File: config.mk
export PLATFORM = sky130hd
export DESIGN_NAME = mmio_io_ctrl_flat
export DESIGN_NICKNAME = d
export VERILOG_FILES = /design/src/rtl/mmio_io_ctrl_if.sv /design/src/rtl/mmio_io_ctrl.sv /design/src/flat_wrapper.sv
export SDC_FILE = /design/constraint.sdc
export NUM_CORES = 1
export LEC_CHECK = 0
export CAP_MARGIN = 20
export CORE_MARGIN = 1.5
export CORE_UTILIZATION = 35
export CTS_CLUSTER_SIZE = 16
export DETAILED_ROUTE_END_ITERATION = 12
export GPL_ROUTABILITY_DRIVEN = 0
export PLACE_DENSITY = 0.56
export SYNTH_ARGS = -nofsm -noshare
export SYNTH_HDL_FRONTEND = slang
export SYNTH_SLANG_ARGS = --single-unit
export TNS_END_PERCENT = 20
File: constraint.sdc
create_clock -name clk -period 14.6 [get_ports clk]
set_input_delay 2.92 -clock clk [delete_from_list [all_inputs] [get_ports clk]]
set_output_delay 2.92 -clock clk [all_outputs]
set_load 0.005 [all_outputs]
File: src/rtl/mmio_io_ctrl_if.sv
// CPU-side io_* bus between the pipelined CPU (master) and the MMIO responder (slave).
// io_din is combinational from io_addr so the MEM stage sees data in the same cycle.
interface mmio_io_ctrl_if;
  logic [7:0]  io_addr;
  logic [31:0] io_dout;
  logic        io_we;
  logic        io_rd;
  logic [31:0] io_din;

  modport master (
    output io_addr,
    output io_dout,
    output io_we,
    output io_rd,
    input  io_din
  );

  modport slave (
    input  io_addr,
    input  io_dout,
    input  io_we,
    input  io_rd,
    output io_din
  );
endinterface

File: src/rtl/mmio_io_ctrl.sv
// Memory-mapped I/O responder: LED register, debounced button/switch capture,
// display register with a post-write hold, and a free-running cycle counter.
module mmio_io_ctrl #(
  parameter int unsigned DEB_CYCLES = 1000000,
  parameter int unsigned DISP_HOLD  = 8
) (
  input  logic               clk,
  input  logic               rst,
  mmio_io_ctrl_if.slave      bus,
  input  logic               btn,
  input  logic [15:0]        sw,
  output logic [15:0]        led,
  output logic [31:0]        disp
);

  localparam int unsigned DW = (DEB_CYCLES > 1) ? $clog2(DEB_CYCLES) : 1;
  localparam int unsigned HW = (DISP_HOLD  > 1) ? $clog2(DISP_HOLD)  : 1;

  localparam logic [5:0] A_LED     = 6'h00;
  localparam logic [5:0] A_IN_STAT = 6'h01;
  localparam logic [5:0] A_IN_DATA = 6'h02;
  localparam logic [5:0] A_OUT_ST  = 6'h03;
  localparam logic [5:0] A_DISP    = 6'h04;
  localparam logic [5:0] A_CYC     = 6'h05;

  logic [15:0]   r_led;
  logic [31:0]   r_disp;
  logic [31:0]   r_cyc;
  logic          r_btn_s1, r_btn_s2;
  logic [15:0]   r_sw_s1, r_sw_s2;
  logic          r_btn_db, r_btn_db_q;
  logic [DW-1:0] r_dcnt;
  logic [15:0]   r_sw_latch;
  logic          r_in_vld, r_ovr;
  logic          r_out_rdy;
  logic [HW-1:0] r_hcnt;

  logic [5:0]    w_word;
  logic          w_wr_led, w_wr_disp, w_rd_clr, w_press;
  logic          w_unused_addr;

  assign w_word        = bus.io_addr[7:2];
  assign w_unused_addr = ^bus.io_addr[1:0];
  assign w_wr_led      = bus.io_we && (w_word == A_LED);
  assign w_wr_disp     = bus.io_we && (w_word == A_DISP) && r_out_rdy;
  assign w_rd_clr      = bus.io_rd && (w_word == A_IN_DATA);
  assign w_press       = r_btn_db && !r_btn_db_q;

  assign led  = r_led;
  assign disp = r_disp;

  always_comb begin
    bus.io_din = 32'h0;
    case (w_word)
      A_LED:     bus.io_din = {16'h0, r_led};
      A_IN_STAT: bus.io_din = {30'h0, r_ovr, r_in_vld};
      A_IN_DATA: bus.io_din = {16'h0, r_sw_latch};
      A_OUT_ST:  bus.io_din = {31'h0, r_out_rdy};
      A_DISP:    bus.io_din = r_disp;
      A_CYC:     bus.io_din = r_cyc;
      default:   bus.io_din = 32'h0;
    endcase
  end

  always_ff @(posedge clk or posedge rst) begin
    if (rst) begin
      r_cyc <= 32'h0;
      r_led <= 16'h0;
    end else begin
      r_cyc <= r_cyc + 32'h1;
      if (w_wr_led) r_led <= bus.io_dout[15:0];
    end
  end

  always_ff @(posedge clk or posedge rst) begin
    if (rst) begin
      r_btn_s1 <= 1'b0;
      r_btn_s2 <= 1'b0;
      r_sw_s1  <= 16'h0;
      r_sw_s2  <= 16'h0;
    end else begin
      r_btn_s1 <= btn;
      r_btn_s2 <= r_btn_s1;
      r_sw_s1  <= sw;
      r_sw_s2  <= r_sw_s1;
    end
  end

  // The debounced level only moves after DEB_CYCLES consecutive disagreeing samples.
  always_ff @(posedge clk or posedge rst) begin
    if (rst) begin
      r_btn_db   <= 1'b0;
      r_btn_db_q <= 1'b0;
      r_dcnt     <= '0;
    end else begin
      r_btn_db_q <= r_btn_db;
      if (r_btn_s2 == r_btn_db) begin
        r_dcnt <= '0;
      end else if (r_dcnt == DW'(DEB_CYCLES - 1)) begin
        r_btn_db <= ~r_btn_db;
        r_dcnt   <= '0;
      end else begin
        r_dcnt <= r_dcnt + DW'(1);
      end
    end
  end

  // Handshakes: in_vld means sw_latch holds unread data; an 0x08 read with io_rd
  // consumes it. A press while in_vld is set is lost and flagged in ovr, unless that
  // same edge consumes the old data, in which case the press is captured normally.
  // out_rdy means a display write will be accepted; writes while low are dropped.
  always_ff @(posedge clk or posedge rst) begin
    if (rst) begin
      r_sw_latch <= 16'h0;
      r_in_vld   <= 1'b0;
      r_ovr      <= 1'b0;
    end else if (w_press) begin
      if (r_in_vld && !w_rd_clr) begin
        r_ovr <= 1'b1;
      end else begin
        r_sw_latch <= r_sw_s2;
        r_in_vld   <= 1'b1;
        r_ovr      <= 1'b0;
      end
    end else if (w_rd_clr) begin
      r_in_vld <= 1'b0;
      r_ovr    <= 1'b0;
    end
  end

  always_ff @(posedge clk or posedge rst) begin
    if (rst) begin
      r_disp    <= 32'h0;
      r_out_rdy <= 1'b1;
      r_hcnt    <= '0;
    end else if (w_wr_disp) begin
      r_disp    <= bus.io_dout;
      r_out_rdy <= 1'b0;
      r_hcnt    <= HW'(DISP_HOLD - 1);
    end else if (!r_out_rdy) begin
      if (r_hcnt == '0) r_out_rdy <= 1'b1;
      else              r_hcnt    <= r_hcnt - HW'(1);
    end
  end

endmodule

File: src/flat_wrapper.sv
// flat-port wrapper written by rule: the top's interface ports become plain ports
module mmio_io_ctrl_flat 
#(
  parameter int unsigned DEB_CYCLES = 1000000,
  parameter int unsigned DISP_HOLD  = 8
)
  (clk, rst, btn, sw, led, disp, bus_io_addr, bus_io_dout, bus_io_we, bus_io_rd, bus_io_din);
  mmio_io_ctrl_if bus_i ();
  input  logic clk;
  input  logic rst;
  input  logic btn;
  input  logic [15:0] sw;
  output logic [15:0] led;
  output logic [31:0] disp;
  input wire logic [$bits(bus_i.io_addr)-1:0] bus_io_addr;
  input wire logic [$bits(bus_i.io_dout)-1:0] bus_io_dout;
  input wire logic [$bits(bus_i.io_we)-1:0] bus_io_we;
  input wire logic [$bits(bus_i.io_rd)-1:0] bus_io_rd;
  output wire logic [$bits(bus_i.io_din)-1:0] bus_io_din;
  assign bus_i.io_addr = bus_io_addr;
  assign bus_i.io_dout = bus_io_dout;
  assign bus_i.io_we = bus_io_we;
  assign bus_i.io_rd = bus_io_rd;
  assign bus_io_din = bus_i.io_din;
  mmio_io_ctrl #(.DEB_CYCLES(DEB_CYCLES), .DISP_HOLD(DISP_HOLD)) u_core (.clk(clk), .rst(rst), .bus(bus_i), .btn(btn), .sw(sw), .led(led), .disp(disp));
endmodule
# Word-level counts from Yosys, hierarchy flattened
# Cells that the tools add are included.
[totals] regBits=158 input_bits=61 out_inout_bits=80 elab_cells=60
[classes] n_addsub=3 n_eq_ne=10 muxes=14 bitwise=3 n_reduce_logical=15
[op_table] cell="case mux 32 bit (6 select lines)" n=1
[op_table] cell="2-to-1 mux 20 bit" n=2
[op_table] cell="adder 32 x 1 -> 32 bit, second input constant" n=1
[op_table] cell="adder 20 x 1 -> 20 bit, second input constant" n=1
[op_table] cell="== test 20 bit, second input constant" n=1
[op_table] cell="== test 6 x 2 -> 1 bit, second input constant" n=2
[op_table] cell="== test 6 x 3 -> 1 bit, second input constant" n=2
[op_table] cell="2-to-1 mux 3 bit" n=3
[op_table] cell="2-to-1 mux 1 bit" n=8
[op_table] cell="AND reduction 2 bit" n=4
[op_table] cell="== test 6 x 1 -> 1 bit, second input constant" n=1
[op_table] cell="logical AND 1 bit" n=6
[op_table] cell="zero test 6 bit" n=1
[op_table] cell="!= test 2 bit, second input constant" n=2
[op_table] cell="zero test 3 bit" n=1
[op_table] cell="NOT 1 bit" n=3
[op_table] cell="subtractor 3 x 1 -> 3 bit, second input constant" n=1
[op_table] cell="zero test 1 bit" n=2
[op_table] cell="!= test 2 x 1 -> 1 bit, second input constant" n=1
[op_table] cell="nonzero test 2 bit" n=1
[op_table] cell="== test 1 bit" n=1

# Longest topological paths before layout
# Gate-level depths: netlist (run 1).
[logic_depth] word_depth=6 mapped_depth=7 depth_no_buf=5

# Least setup slack after synthesis (run 1)
# Ideal clock, no wire load.
[synth_path] path_kind="input to output" startpoint="in bus_io_addr[7]" endpoint="out bus_io_din[10]" t_arrival_ns=4.379 required_time_ns=11.680 path_slack_ns=7.301 stages=5 n_path_buf=1 cell_sequence="or4_1 > nor3b_1 > buf_2 > a22oi_1 > nand2_1"
[synth_via] elab_chain_len=2 elab_cells_between_ends=7 cone_classes="eq/ne (5); mux (1); reduce/logical (1)"
[synth_lines] item="start, declared" line="flat_wrapper.sv:15" rtl="input wire logic [$bits(bus_i.io_addr)-1:0] bus_io_addr;"
[synth_lines] item="== test 6 x 3 -> 1 bit (tied with other cells)" line="mmio_io_ctrl.sv:54" rtl="case (w_word)"
[synth_lines] item="case mux 32 bit (6 select lines) (*)" line="mmio_io_ctrl.sv:54"
[synth_lines] item="end, declared" line="flat_wrapper.sv:19" rtl="output wire logic [$bits(bus_i.io_din)-1:0] bus_io_din;"
# Every way passes the cells marked *; elsewhere a longest branch is shown, timed or not.

# Worst setup path after layout (run 1)
[layout_path] startpoint="in bus_io_addr[3]" endpoint="out bus_io_din[3]"
# Same word-level chain as after synthesis.

==> results by group, run 1 <==
Status
  – Status: completed

Setup path
  – Crit Path Max Fanout: 34
  – Crit start category: input port
  – CP max-delay cell: or4_1
  – WP buf/inv: 3
  – Critical Path End Type: primary output
  – Critical path's top delay family: buffers and inverters
  – Crit path largest cell delay: 0.60 ns
  – Critical path, cell by cell: clkdlybuf4s50_1, or4_1, nor3_4, buf_4, a22oi_1, nand2_1, clkdlybuf4s50_1
  – CP arrival: 5.46 ns
  – Critical path class: input port to primary output
  – CP most frequent cell: clkdlybuf4s50_1
  – Crit path required time: 11.68 ns

STA
  – Slew Limit Headroom: 0.348
  – Slew @ Worst Pin: 0.979 ns
  – Total negative slack: 0 ns
  – Clk_skew: 0.00584 ns
  – Slew Limit Fails: 0
  – RSZ-0062 raised after global routing: false
  – WHS: around 0.35 ns
  – Achievable frequency: 119 MHz
  – Period Utilization, post-route: 0.574
  – Setup violations, final: 0
  – Final min period: ~8.4 ns
  – Final Hold Viols: 0

Die
  – Die Y: approximately 140 um
  – Die area: between 15000 and 20000 sq um
  – Die W: 140 um
  – Initial core utilization: 0.355
  – Std-Cell Core Area: 18600 sq um
  – Rows: 50
  – Ports: ~140

Yosys
  – Number of synthesized register bits: 158
  – Syn Inst Count: 515
  – Synth cell types: 47
  – Seq/Total Area, Yosys: 0.599
  – Async SR Flop Fraction: 1.00
  – Synth area leaders: dfrtp_1 (59%), mux2_2 (11%), xnor2_1 (3.7%), a22oi_1 (3.3%), a22o_1 (2.1%)
  – Syn Std Cell Area: approximately 6600 sq um
  – Predominant post-synthesis flop cell: dfrtp_1
  – Post-synth EDFFs: 0
  – Synth top area share: 0.595
  – Synth warn: 0
  – Cell taking the most area after synthesis: dfrtp_1
  – Post-synth net total: 580
  – Mean Syn Cell Area: around 13 sq um

Clock tree
  – Clk Latency, worst-skew pair: around 0.42 ns
  – H-tree Lvls: 4
  – Reg clk slew, reported paths: 0.06 ns
  – Setup Buffers After CTS: 0
  – Clock buffer depth: 2
  – CTS tree: built
  – Clock Sinks: 158
  – # hold bufs at CTS: 0
  – Resized Gates After CTS: 0
  – CTS buffer count: 17
  – CTS root buffer: clkbuf_16

Power and ir drop
  – VDD IR max: 0.0826 mV
  – Power per cell area: about 120 nW/um^2
  – Static leakage: 3.88 nW

Finish
  – Share of cells above drive strength 1: 0.170
  – Layout area overhead: 33.5%
  – Fin nets: 723
  – Final Cell Area: 8820 sq um

Global routing
  – Global-route wire length before repair: 25.4 mm
  – Antenna violations before repair: 1
  – Largest net degree at the start of global routing: 81
  – GRT Resource Usage Total: 0.167
  – Vias in the first global route: about 4700
  – Grt total ovfl: 0

Placed design
  – DP HPWL: 11.0 mm
  – IO Port Bufs: 138
  – Placed Area: 8220 sq um

Routing
  – DR vias: 4595
  – DR vias/cell: 5.08
  – Number of remaining DRC errors: 0
  – Final WL: 15.9 mm
  – DR WL/cell: 17.6 um
  – DRT iter0 DRCs: 232
  – DR pass1 iterations: 4
  – ANT nets after route: 0

Job
  – Max-cap violations: 0

Worst hold path
  – Min-delay worst type: register to register
[report_power, final]
| part | internal [W] | switching [W] | leakage [nW] | total [W] |
|---|---|---|---|---|
| Combinational | 0.0000713 | 0.0000424 | 1.55 | 0.000114 |
| Sequential | 0.000468 | 0.0000203 | 2.06 | 0.000489 |
| Clock | 0.000234 | 0.000179 | 0.259 | 0.000413 |
[flip-flops by register name (all words and copies together), names as in the netlist]
| name | flops |
|---|---|
| u_core.r_sw_s1 | 16 |
| u_core.r_out_rdy | 1 |
| u_core.r_in_vld | 1 |
| u_core.led | 16 |
| u_core.r_dcnt | 20 |
| u_core.disp | 32 |
| u_core.r_ovr | 1 |
| u_core.r_btn_s1 | 1 |
| u_core.r_hcnt | 3 |
| u_core.r_btn_db_q | 1 |
| u_core.r_btn_db | 1 |
| u_core.r_sw_s2 | 16 |
| u_core.r_cyc | 32 |
| u_core.r_btn_s2 | 1 |
| u_core.r_sw_latch | 16 |
[per-stage QoR]
stage               setup slack, ns  std cells  total power, W  utilization
floorplan                      7.30        515        0.000538            -
global placement               5.86        870        0.000606        0.442
detailed placement             5.85        870        0.000611        0.442
CTS                            5.85        901         0.00103        0.472
global route                   6.10        905         0.00106        0.475
finish                         6.22        905         0.00101        0.475
[cells in the mapped netlist (5+ instances only)]
| master | count |
|---|---|
| and2_1 | 5 |
| a22oi_1 | 29 |
| xnor2_1 | 28 |
| a22o_1 | 16 |
| and3_1 | 6 |
| nor4_1 | 12 |
| and4_1 | 6 |
| nor2_1 | 22 |
| a21oi_1 | 9 |
| xor2_1 | 16 |
| dfrtp_1 | 157 |
| nand3_1 | 20 |
| inv_1 | 15 |
| buf_2 | 7 |
| nand4_1 | 9 |
| nor3_1 | 7 |
| clkbuf_1 | 10 |
| nand2_1 | 32 |
| mux2_2 | 64 |
| or4_1 | 6 |
[worst paths after layout]
check | from | to | slack [ns] | cells past startpoint
hold / removal | u_core.r_sw_s1[15]$_DFF_PP0_ | u_core.r_sw_s2[15]$_DFF_PP0_ | 0.35 | 0
setup reg to reg | u_core.r_dcnt[16]$_DFF_PP0_ | u_core.r_dcnt[12]$_DFF_PP0_ | 12.43 | 4
min in group asynchronous | rst | u_core.r_sw_s1[9]$_DFF_PP0_ | 2.99 | 2
max in group asynchronous | rst | u_core.disp[24]$_DFFE_PP0P_ | 10.53 | 4
setup / recovery | bus_io_addr[3] | bus_io_din[3] | 6.22 | 7
hold reg to reg | u_core.r_sw_s1[15]$_DFF_PP0_ | u_core.r_sw_s2[15]$_DFF_PP0_ | 0.35 | 0
[logic make-up (layout without fill, tap and decap cells)]
kind of cell               Yosys count  count (layout)  share of synthesized area
buffers and inverters               35             190                     0.0235
muxes                               68              68                      0.117
AOI/OAI and AO/OA                   66              66                     0.0762
xor gates and xnor gates            44              44                     0.0584
adders and majority gates            4               4                    0.00758
and+or+nand+nor                    140             140                      0.118
DFF                                158             158                      0.599
other                                0               1                          0
[area by class of cell]
cell class / count / area, sq um
sequential: 158 / 3960
inverter: 15 / 61.3
fill: 1612 / 9760
timing repair buffer: 144 / 1450
clock buffer: 18 / 429
clock inverter: 13 / 119
multi-input combinational: 322 / 2500
tap: 234 / 293
antenna: 1 / 2.50
[layer usage]
metal	vias up	track usage	routed length, um
met5	-	0	0
met1	2309	0.207	6960
met4	0	0.0482	242
met2	122	0.282	7830
met3	20	0.0513	868
li1	2144	-	-
[layout by cell type (no fill, tap or decap), drive strengths merged, types with 2 or more instances in the layout]
| cell type | netlist | routed |
|---|---|---|
| clkbuf | 10 | 18 |
| xor2 | 16 | 16 |
| a21oi | 9 | 9 |
| nand2 | 32 | 32 |
| mux2 | 65 | 65 |
| clkdlybuf4s50 | 0 | 138 |
| buf | 10 | 6 |
| and4 | 6 | 6 |
| a22oi | 29 | 29 |
| nor3 | 9 | 9 |
| and2 | 5 | 5 |
| a22o | 16 | 16 |
| nor4 | 12 | 12 |
| clkinvlp | 0 | 4 |
| nand2b | 3 | 3 |
| xnor2 | 28 | 28 |
| nand3 | 21 | 21 |
| nand4 | 11 | 11 |
| nor2 | 22 | 22 |
| or4 | 7 | 7 |
| mux2i | 2 | 2 |
| dfrtp | 157 | 157 |
| inv | 15 | 17 |
| o31ai | 5 | 5 |
| clkinv | 0 | 6 |
| o21ai | 3 | 3 |
| and3 | 6 | 6 |
| ha | 4 | 4 |
Power figures use the tool's default switching activity.
==> run 2, diff against run 1 <==
- clock period: 14.6 -> 8.05 ns (I/O delays scaled with it)
==> results by group, run 2 (same netlist as run 1, synthesis figures left out) <==
Clock tree
  – CTS root buffer: clkbuf_16
  – H-tree Lvls: 4 (unchanged)
  – # hold bufs at CTS: 0 (unchanged)
  – CTS tree: built
  – CTS buffer count: 17 (unchanged)
  – Setup Buffers After CTS: 0 (unchanged)
  – Resized Gates After CTS: 0 (unchanged)
  – Clock buffer depth: 2 (unchanged)
  – Clock Sinks: 158 (unchanged)
  – Clk Latency, worst-skew pair: 0.42 ns (about the same)
  – Reg clk slew, reported paths: 0.06 ns (about the same)

Routing
  – DR WL/cell: 17.5 um (-0.25%)
  – Number of remaining DRC errors: 0 (unchanged)
  – DR vias: 4579 (-0.35%)
  – DR pass1 iterations: 5 (+1)
  – Final WL: 15.8 mm (-0.47%)
  – DRT iter0 DRCs: 233 (+0.43%)
  – ANT nets after route: 0 (unchanged)
  – DR vias/cell: 5.07 (-0.13%)

STA
  – Slew Limit Headroom: 0.263 (-0.0840)
  – Slew Limit Fails: 0 (unchanged)
  – Period Utilization, post-route: 0.754
  – WHS: 0.350 ns (+0.00298 ns)
  – Slew @ Worst Pin: 1.10 ns (+0.120 ns)
  – RSZ-0062 raised after global routing: false
  – Final min period: between 6 and 7 ns
  – Final Hold Viols: 0 (unchanged)
  – Clk_skew: 0.00798 ns (+0.00214 ns)
  – Achievable frequency: 165 MHz
  – Setup violations, final: 0 (unchanged)
  – Total negative slack: 0 ns (unchanged)

Setup path
  – Crit path required time: 6.44 ns (-5.24 ns)
  – Critical path, cell by cell: clkdlybuf4s50_1, or4_1, nor3_2, a22oi_1, nand2_1, clkdlybuf4s50_1
  – CP arrival: 4.46 ns (-1.00 ns)
  – Critical path class: input port to primary output
  – Critical path's top delay family: simple AND/OR/NAND/NOR gates
  – CP max-delay cell: nor3_2
  – Crit start category: input port
  – Critical Path End Type: primary output
  – WP buf/inv: 2 (-1)
  – Cell depth of the worst setup path: 6 (-1)
  – Crit path largest cell delay: 0.87 ns (+0.27 ns)
  – FF-to-FF path depth: 4 (unchanged)
  – CP most frequent cell: clkdlybuf4s50_1
  – Crit Path Max Fanout: 15 (-56%)

Placed design
  – IO Port Bufs: 138 (unchanged)
  – DP HPWL: 11.2 mm (+1.7%)

Power and ir drop
  – Int Pwr: 0.00141 W (+83%)
  – VDD IR max: 0.142 mV (+71%)
  – Overall Power: 0.00185 W (+82%)
  – Clock power share: 0.409 (+0.002)
  – Sw Pwr: 0.000438 W (+82%)
  – Static leakage: 3.86 nW (-0.31%)
  – Gate power share: 0.112 (about the same)
  – Sequential Power Share: 0.479 (-0.003)
  – Power per cell area: 210 nW/um^2 (+83%)
  – Sw Ratio: 0.237 (-0.00101)

Job
  – Max-cap violations: 0 (unchanged)

Global routing
  – Antenna violations before repair: 1 (unchanged)
  – GRT Resource Usage Total: 0.170 (+0.00268)
  – Vias in the first global route: 4848 (+2.5%)
  – Largest net degree at the start of global routing: 82 (+1.2%)
  – Global-route wire length before repair: 26.1 mm (+2.6%)
  – Grt total ovfl: 0 (unchanged)

Die
  – Initial core utilization: 0.355 (unchanged)
  – Die Y: 140 um (unchanged)
  – Rows: 50 (unchanged)
  – Ports: 141 (unchanged)
  – Die W: 140 um (unchanged)
  – Std-Cell Core Area: 18600 sq um (unchanged)
  – Die area: 19700 sq um (unchanged)

Worst hold path
  – Min-delay worst type: register to register
  – Hold Path Depth: 0 (unchanged)

Finish
  – Commonest non-fill, non-tap cell in the layout: dfrtp_1
  – Commonest non-fill, non-tap cells in the layout: dfrtp_1 (157), clkdlybuf4s50_1 (138), mux2_2 (64)
  – Post-layout util: 0.473 (-0.00114)
  – Layout area overhead: 33.2%
  – Fin nets: 721 (-0.28%)
  – Share of cells above drive strength 1: 0.168 (-0.00248)

Status
  – Status: completed
-- run 2: layout make-up --
cell class	count	area [sq um]
inverters	15	61.3
repair buffers	142	1420
multi-input cells	322	2500
fillers	1616	9780
well taps	234	293
flip-flops and latches	158	3960
clock buffers	19	443
clock inverters	12	114
diodes	1	2.50
-- run 2: power by group through the flow --
stage / registers [W] / logic [W] / clock network (W)
3_3_place_gp: 0.000899 / 0.000201 / 0
2_1_floorplan: 0.000896 / 0.0000792 / 0
5_1_grt: 0.000895 / 0.000225 / 0.000819
6_report: 0.000887 / 0.000207 / 0.000757
4_1_cts: 0.000888 / 0.000209 / 0.000779
3_5_place_dp: 0.000902 / 0.000208 / 0
-- run 2: worst paths after layout --
check,start,end,slack [ns]
setup reg to reg,u_core.r_dcnt[16]$_DFF_PP0_,u_core.r_dcnt[9]$_DFF_PP0_,5.88
hold reg to reg,u_core.r_sw_s1[5]$_DFF_PP0_,u_core.r_sw_s2[5]$_DFF_PP0_,0.35
min in group asynchronous,rst,u_core.r_sw_s1[9]$_DFF_PP0_,1.69
max in group asynchronous,rst,u_core.disp[16]$_DFFE_PP0P_,5.13
hold / removal,u_core.r_sw_s1[5]$_DFF_PP0_,u_core.r_sw_s2[5]$_DFF_PP0_,0.35
setup / recovery,bus_io_addr[7],bus_io_din[6],1.98
-- run 2: per-layer routing --
metal | vias to the layer above | part of all wire | track usage
met5 | - | 0 | 0
met4 | 0 | 0.020 | 0.0576
met3 | 24 | 0.058 | 0.0492
met2 | 127 | 0.48 | 0.275
met1 | 2285 | 0.44 | 0.218
li1 | 2143 | - | -
-- run 2: per-stage QoR --
| step | cells | setup WS (ns) | area (sq um) |
|---|---|---|---|
| 3_3_place_gp | 870 | 1.97 | 8220 |
| 3_5_place_dp | 870 | 1.95 | 8220 |
| 2_1_floorplan | 515 | 2.18 | 6600 |
| 6_report | 903 | 1.98 | 8800 |
| 4_1_cts | 901 | 1.95 | 8770 |
| 5_1_grt | 903 | 1.77 | 8800 |
==> run 3, diff against run 2 <==
- clock period: 8.05 -> 5.7 ns (I/O delays scaled with it)
==> results by group, run 3 (same netlist as run 1, synthesis figures left out) <==
Status
  – Status: completed

Setup path
  – Crit Path Max Fanout: 34 (+19)
  – FF-to-FF path depth: 4 (unchanged)
  – Critical path class: input port to primary output
  – Critical Path End Type: primary output
  – Crit start category: input port
  – Worst setup startpoint: bus_io_addr[3]
  – Reg-to-reg critical path startpoint: u_core.r_dcnt[16]$_DFF_PP0_
  – CP arrival: 3.64 ns (-0.82 ns)
  – Crit path required time: 4.56 ns (-1.88 ns)

Clock tree
  – Setup Buffers After CTS: 0 (unchanged)
  – Reg clk slew, reported paths: 0.06 ns (about the same)
  – # hold bufs at CTS: 0 (unchanged)
  – Resized Gates After CTS: 0 (unchanged)
  – H-tree Lvls: 4 (unchanged)
  – CTS tree: built
  – CTS buffer count: 17 (unchanged)
  – Clk Latency, worst-skew pair: 0.42 ns (about the same)
  – CTS root buffer: clkbuf_16
  – Clock Sinks: 158 (unchanged)
  – Clock buffer depth: 2 (unchanged)

Finish
  – Diodes inserted: 0 (-1)
  – Share of cells above drive strength 1: 0.171 (+0.00372)
  – Layout area overhead: 33.4%
  – Post-route insts no fill: 905 (+0.22%)
  – Fillers: 1622 (+0.37%)
  – Commonest non-fill, non-tap cells in the layout: dfrtp_1 (157), clkdlybuf4s50_1 (138), mux2_2 (64)
  – Commonest non-fill, non-tap cell in the layout: dfrtp_1
  – Fin nets: 723 (+0.28%)

STA
  – Final Hold Viols: 0 (unchanged)
  – Setup violations, final: 0 (unchanged)
  – Slew Limit Headroom: 0.381 (+0.117)
  – Final WS setup: 0.919 ns (-1.06 ns)
  – Achievable frequency: 209 MHz
  – Period Utilization, post-route: 0.839
  – Slew Limit Fails: 0 (unchanged)
  – Total negative slack: 0 ns (unchanged)
  – Slew @ Worst Pin: 0.929 ns (-0.170 ns)
  – Final min period: approximately 4.8 ns
  – RSZ-0062 raised after global routing: false
  – Clk_skew: 0.00642 ns (-0.00156 ns)

Worst hold path
  – Hold Path Depth: 0 (unchanged)
  – Min-delay worst type: register to register
  – Worst min-delay path startpoint: u_core.r_sw_s1[11]$_DFF_PP0_

Die
  – Ports: 141 (unchanged)
  – Die Y: 140 um (unchanged)
  – Initial core utilization: 0.355 (unchanged)
  – Rows: 50 (unchanged)
  – Std-Cell Core Area: 18600 sq um (unchanged)
  – Die W: 140 um (unchanged)
  – Die area: 19700 sq um (unchanged)

Routing
  – DR vias: 4498 (-1.8%)
  – DR pass1 iterations: 4 (-1)
  – DRT iter0 DRCs: 184 (-21%)
  – DR WL/cell: 17.1 um (-2.3%)
  – DR vias/cell: 4.97 (-2.0%)
  – Number of remaining DRC errors: 0 (unchanged)
  – ANT nets after route: 0 (unchanged)
  – Final WL: 15.5 mm (-2.1%)

Placed design
  – DP Cell Count: 873 (+0.34%)
  – Setup WS pre-CTS: 0.918 ns (-1.03 ns)
  – DP HPWL: 11.0 mm (-1.8%)
  – IO Port Bufs: 138 (unchanged)

Global routing
  – Largest net degree at the start of global routing: 94 (+15%)
  – Global-route wire length before repair: 25.3 mm (-3.1%)
  – Vias in the first global route: 4684 (-3.4%)
  – Grt total ovfl: 0 (unchanged)
  – GRT Resource Usage Total: 0.166 (-0.00402)
  – Antenna violations before repair: 0 (-1)

Power and ir drop
  – Static leakage: 3.87 nW (about the same)
  – Overall Power: 0.00263 W (+42%)
  – VDD IR max: 0.214 mV (+51%)
  – Power per cell area: 298 nW/um^2 (+42%)

Job
  – Max-cap violations: 0 (unchanged)
## run 3: changes by cell type in the layout (fill, tap and decap cells not counted), sizes merged
cell	before	now
clkinvlp	4	6
buf	4	6
inv	18	20
diode	1	0
clkinv	4	1
## run 3: metal layers
layer | global-route usage | vias up | routed length (um)
met2 | 0.270 | 117 | 7480
met3 | 0.0523 | 14 | 913
met1 | 0.213 | 2220 | 6860
li1 | - | 2147 | -
met4 | 0.0454 | 0 | 245
met5 | 0 | - | 0
## run 3: cell type report
cell class / count / area, sq um / area share
inverters: 15 / 61.3 / 0.00696
flip-flops and latches: 158 / 3960 / 0.449
clock buffers: 19 / 443 / 0.0503
well taps: 234 / 293 / 0.0332
repair buffers: 144 / 1430 / 0.162
clock inverters: 13 / 128 / 0.0145
multi-input cells: 322 / 2500 / 0.284
## run 3: critical path, cell delays in order
cell,delay [ns]
clkdlybuf4s50_1,0.55
or4_1,0.61
nor3_4,0.14
buf_4,0.40
a22oi_1,0.15
o21ai_0,0.12
clkdlybuf4s50_1,0.53
## run 3: power by group
| group | total [W] | switching, W | leakage, nW | internal (W) |
|---|---|---|---|---|
| logic | 0.000287 | 0.000106 | 1.55 | 0.000181 |
| clock network | 0.00109 | 0.000470 | 0.260 | 0.000619 |
| registers | 0.00125 | 0.0000517 | 2.06 | 0.00120 |
| total | 0.00263 | 0.000628 | 3.87 | 0.00200 |
## run 3: path summary, 6_finish.rpt
check                                                    end  slack, ns
worst max-delay path                           bus_io_din[1]       0.92
min in group asynchronous        u_core.r_sw_s1[9]$_DFF_PP0_       1.26
worst min-delay path            u_core.r_sw_s2[11]$_DFF_PP0_       0.35
worst min register to register  u_core.r_sw_s2[11]$_DFF_PP0_       0.35
max in group asynchronous         u_core.r_out_rdy$_DFF_PP1_       3.40
worst max register to register   u_core.r_dcnt[15]$_DFF_PP0_       3.59
## run 3: per-stage QoR
| stage | area (sq um) | hold WS [ns] | util |
|---|---|---|---|
| finish | 8810 | 0.348 | 0.474 |
| global route | 8810 | 0.354 | 0.474 |
| CTS | 8810 | 0.350 | 0.474 |
| detailed placement | 8240 | 0.335 | 0.443 |
| global placement | 8240 | 0.334 | 0.443 |
| floorplan | 6600 | 0.331 | - |
